`config.mk`:
```
export PLATFORM = sky130hd
export DESIGN_NAME = cp0_ctrl
export DESIGN_NICKNAME = d
export VERILOG_FILES = /design/src/rtl/cp0_ctrl.sv
export SDC_FILE = /design/constraint.sdc
export NUM_CORES = 1
export LEC_CHECK = 0
export CAP_MARGIN = 40
export CORE_AREA = 2 2 103 105
export CTS_CLUSTER_DIAMETER = 40
export DETAILED_ROUTE_END_ITERATION = 10
export DIE_AREA = 0 0 105 107
export PLACE_DENSITY_LB_ADDON = 0.12
export SLEW_MARGIN = 20
export SYNTH_ARGS = -nofsm -noshare
export SYNTH_HDL_FRONTEND = slang
export SYNTH_SLANG_ARGS = --single-unit
```
`constraint.sdc`:
```
create_clock -name clk -period 2 [get_ports clk]
set_input_delay 0.4 -clock clk [delete_from_list [all_inputs] [get_ports clk]]
set_output_delay 0.4 -clock clk [all_outputs]
set_load 0.05 [all_outputs]
```
`src/rtl/cp0_ctrl.sv`:
```
// CP0 exception/interrupt controller: SR, Cause, EPC, PRId; combinational req, entry and eret at the clock edge.
// Optional macro CP0_EPC_BYPASS_EN forwards a same-cycle mtc0 to EPC onto epc_out.
module cp0_ctrl #(
    parameter int          NUM_HWINT = 6,
    parameter logic [31:0] PRID_VAL  = 32'h2021_0C00
) (
    input  logic                 clk,
    input  logic                 reset,
    input  logic [NUM_HWINT-1:0] hwint,
    input  logic                 we,
    input  logic [4:0]           cp0_addr,
    input  logic [31:0]          cp0_wdata,
    output logic [31:0]          cp0_rdata,
    input  logic [31:0]          vpc,
    input  logic                 bd_in,
    input  logic [4:0]           exc_code_in,
    input  logic                 eret,
    output logic                 req,
    output logic [31:0]          epc_out
);
    localparam int IPH = 10 + NUM_HWINT - 1;

    logic [NUM_HWINT-1:0] im;
    logic [NUM_HWINT-1:0] ip;
    logic                 exl;
    logic                 ie;
    logic                 bd;
    logic [4:0]           exc_code;
    logic [31:0]          epc;

    logic        int_req;
    logic        exc_req;
    logic        take;
    logic [31:0] sr_val;
    logic [31:0] cause_val;

    assign int_req = (|(ip & im)) & ie & ~exl;
    assign exc_req = (exc_code_in != 5'd0) & ~exl;
    assign take    = int_req | exc_req;
    // Registers are already cleared during reset, but exc_code_in alone could still raise req.
    assign req     = take & ~reset;

    always_ff @(posedge clk or posedge reset) begin
        if (reset) begin
            im       <= '0;
            ip       <= '0;
            exl      <= 1'b0;
            ie       <= 1'b0;
            bd       <= 1'b0;
            exc_code <= 5'd0;
            epc      <= 32'd0;
        end else begin
            ip <= hwint;
            if (take) begin
                exl      <= 1'b1;
                bd       <= bd_in;
                epc      <= bd_in ? (vpc - 32'd4) : vpc;
                exc_code <= int_req ? 5'd0 : exc_code_in;
            end else begin
                if (we && cp0_addr == 5'd12) begin
                    im  <= cp0_wdata[IPH:10];
                    exl <= cp0_wdata[1];
                    ie  <= cp0_wdata[0];
                end
                if (we && cp0_addr == 5'd14)
                    epc <= cp0_wdata;
                if (eret)
                    exl <= 1'b0;
            end
        end
    end

    always_comb begin
        sr_val          = 32'd0;
        sr_val[IPH:10]  = im;
        sr_val[1]       = exl;
        sr_val[0]       = ie;
        cause_val           = 32'd0;
        cause_val[31]       = bd;
        cause_val[IPH:10]   = ip;
        cause_val[6:2]      = exc_code;
    end

    always_comb begin
        case (cp0_addr)
            5'd12:   cp0_rdata = sr_val;
            5'd13:   cp0_rdata = cause_val;
            5'd14:   cp0_rdata = epc;
            5'd15:   cp0_rdata = PRID_VAL;
            default: cp0_rdata = 32'd0;
        endcase
    end

`ifdef CP0_EPC_BYPASS_EN
    assign epc_out = reset ? 32'd0 : ((we && cp0_addr == 5'd14) ? cp0_wdata : epc);
`else
    assign epc_out = reset ? 32'd0 : epc;
`endif

endmodule
```
==> results.py <==
metrics = {
    "yosys": {
        "syn-mean-instance-area_um2": 9.26,
        "synth_edf_count": 0,
        "synth_mux_area_share_pct": 13.4,
        "async_reset_ff_share_pct": 100,
        "synth_fp_nets": 495,
        "synth-compound-area-share_pct": 12.6,
        "syn_inst": 409,
        "synth_top_flop_cell": "dfrtp_1",
        "synth_top_family_by_area": "simple AND/OR/NAND/NOR gates",
        "yosys_warnings": 0,
        "yosys.area_share.adder_pct": 0.330,
        "synth_cell_types": 48,
        "seq_area_frac_synth_pct": 34.4,
        "netlist_area_mm2": 0.00379,
        "synthSimpleGateAreaFrac_pct": 32.1,
        "ys_ff_latch": 52,
        "synthXorXnorAreaFrac_pct": 3.01,
    },
    "die": {
        "dieArea_mm2": 0.0112,
        "die_width_um": 105,
        "initial_core_util_pct": 37.5,
        "row_count": 37,
        "pin_count": 150,
        "core-area_mm2": 0.0101,
        "die_y_um": 107,
    },
    "grt": {
        "grt_pass1_vias": 4132,
        "grt_usage_pct": 24.7,
        "grt_max_degree": 36,
        "grt_pass1_wl_um": 21800,
        "overflow": 0,
        "antenna_found_initial": 0,
    },
    "critical_path": {
        "crit_path_max_incr_delay_ns": 0.51,
        "worstPathArrival_ns": 1.58,
        "critPathSlowestCell": "clkdlybuf4s50_1",
        "cp-start-kind": "input pin",
        "critPathBufInv": 2,
        "critical_path_class": "in -> out",
        "worstPathCellList": "clkdlybuf4s50_1 -> nor3_2 -> a21oi_2 -> nor2_4 -> nor2_4 -> buf_12",
        "critical_path_required_ns": 1.60,
        "endpoint_kind": "output port",
        "cp_common_cell": "nor2_4",
        "critPathMaxFanout": 4,
        "cpLargestDelayFamily": "buffers and inverters",
    },
    "clock_network": {
        "holdBufCountCts": 0,
        "cts_tree": "built",
        "cts_root_buf": "clkbuf_8",
        "clock_sinks": 52,
        "clock_path_buffers": 2,
        "clock_latency_ns": 0.31,
        "h-tree-depth": 2,
        "clk_pin_slew_worst_paths_ns": 0.09,
        "cts_buffers": 5,
    },
    "finish": {
        "synthToLayoutAreaGrowth_pct": 88.8,
        "multi_input_area_mm2": 0.00257,
        "antenna_cells": 0,
        "fillerInstances": 770,
        "final_layout_size_suffix_gt1_share_pct": 39.0,
        "final-seq-area_mm2": 0.00130,
        "nets": 717,
        "final_core_util_pct": 70.8,
        "fin_area_mm2": 0.00715,
    },
    "pwr": {
        "seqPwrFrac_pct": 30.2,
        "switching_share_pct": 41.2,
        "pwr-share-comb_pct": 58.9,
        "p_total_w": 0.00637,
        "powerDensity_mw_per_mm2": 891,
        "p_int_w": 0.00374,
        "ir_drop_uv": 358,
        "power_switching_w": 0.00263,
        "clockPowerShare_pct": 10.8,
        "p_leak_nw": 3.02,
    },
    "placed_design": {
        "place_area_mm2": 0.00666,
        "dp_hpwl_um": 10700,
        "finalWeightedCongestion": 0.873,
        "port-buffer-count": 149,
    },
    "drt": {
        "drtIter0Drc": 222,
        "route.detailed.drc": 0,
        "vias": 4190,
        "dr.pass1.iters": 4,
        "drtAntennaViolNets": 0,
        "wl_per_cell_um": 18.1,
        "vias_per_cell": 5.47,
        "drt-total-wl_um": 13900,
    },
    "timing": {
        "rsz0062_at_grt": "true",
        "hold_viol": 0,
        "slew_headroom_pct": 68.1,
        "max_freq_mhz": 504,
        "finalCriticalPeriod_ns": 1.98,
        "drv_slew": 0,
        "setup_tns_ns": 0,
        "fin_worst_skew_ns": 0.00838,
        "hold_ws_ns": 0.510,
        "period_share_pct": 99.1,
        "setup_violations": 0,
        "max_slew.worst_pin.slew_ns": 0.477,
    },
    "run_status": {
        "status": "finished, final reports clean",
    },
    "min_path": {
        "hp-class": "reg -> reg",
    },
    "job": {
        "max_cap_viol_count": 0,
    },
}
logic make-up (layout without fill, tap and decap cells):
| logic type | count (synthesis) | count (layout) |
|---|---|---|
| buffers and inverters | 36 | 257 |
| adder cells (fa/ha/maj) | 1 | 1 |
| XOR/XNOR | 13 | 13 |
| flip-flops | 52 | 52 |
| AO/OA/AOI/OAI | 73 | 73 |
| multiplexers | 49 | 49 |
| AND/OR/NAND/NOR | 185 | 185 |
power by group through the flow:
stage	registers [W]	clock network (W)	logic, W
floorplan	0.00170	0	0.00206
CTS	0.00191	0.000701	0.00373
global placement	0.00187	0	0.00357
finish	0.00193	0.000691	0.00375
global route	0.00197	0.000748	0.00396
detailed placement	0.00189	0	0.00363
cells in the mapped netlist (4+ instances only):
cell	count	area (um^2)
o21ai_0	23	115
xor2_1	10	87.6
dfrtp_1	52	1300
or4_1	10	75.1
inv_1	4	15.0
or3_1	9	56.3
a31oi_1	17	106
nor3_1	6	30.0
o31ai_1	8	60.1
nor3b_1	6	45.0
mux2_2	14	158
a22oi_1	9	67.6
nand3_1	18	90.1
nor2b_1	34	213
a21o_1	5	37.5
nand4_1	4	25.0
mux2i_1	35	350
and3_1	15	93.8
a21oi_1	5	25.0
clkbuf_1	17	63.8
nor4bb_1	14	140
nand2_1	8	30.0
nand2b_1	6	37.5
buf_2	7	35.0
nor2_1	30	113
per-stage QoR:
| stage | worst slack [ns] | std cells |
|---|---|---|
| finish | 0.0174 | 766 |
| global route | -0.0363 | 766 |
| CTS | 0.00536 | 762 |
| detailed placement | -0.431 | 743 |
| global placement | -0.364 | 743 |
| floorplan | -0.408 | 409 |
flip-flops by register name (all words and copies together) (netlist names):
register / count
bd: 1
exc_code: 5
exl: 1
epc: 32
ip: 6
im: 6
ie: 1
timing repair:
action / in CTS / in global routing
gates cloned: 2 / 0
pin swaps: 7 / 9
gates resized for setup: 50 / 15
buffers inserted: 11 / 5
endpoints found under the setup margin: 52 / 30
layer usage:
| metal | wire length, um | vias up | global-route usage (%) |
|---|---|---|---|
| met5 | 0 | - | 0 |
| met4 | 389 | 0 | 8.19 |
| met3 | 731 | 27 | 4.01 |
| met2 | 7090 | 152 | 43.7 |
| met1 | 5660 | 2042 | 30.5 |
| li1 | - | 1969 | - |
cell type report:
type                    count  share of cell area, %
inverters                   4                  0.210
well taps                 136                   2.38
repair buffers            247                   41.9
multi-input cells         321                   35.9
flip-flops and latches     52                   18.2
clock buffers               5                  0.963
clock inverters             1                  0.420
layout by cell type (no fill, tap or decap), types with 7 or more instances in the layout:
cell / instances
a31oi_1: 17
and3_4: 14
buf_12: 69
buf_4: 85
buf_6: 7
clkdlybuf4s50_1: 71
dfrtp_1: 51
mux2_2: 14
mux2i_1: 35
nand2_1: 7
nand3_1: 18
nor2_1: 15
nor2_4: 9
nor2b_1: 33
nor4bb_1: 14
o21ai_0: 23
o31ai_1: 8
or3_1: 9
or4_1: 9
xor2_1: 10
path summary, 6_finish.rpt:
path                                          from                      end  slack, ns  cells past startpoint
min                        exc_code[2]$_DFFE_PP0N_  exc_code[2]$_DFFE_PP0N_       0.51                      1
max reg2reg                      im[3]$_DFFE_PP0P_      epc[27]$_DFFE_PP0P_       0.12                      6
max                                 exc_code_in[2]                      req       0.02                      6
min in group asynchronous                    reset      epc[23]$_DFFE_PP0P_       0.67                      4
max in group asynchronous                    reset          exl$_DFFE_PP0P_       0.89                      4
min reg2reg                exc_code[2]$_DFFE_PP0N_  exc_code[2]$_DFFE_PP0N_       0.51                      1
Note: power is estimated with default switching activity, not from simulation.
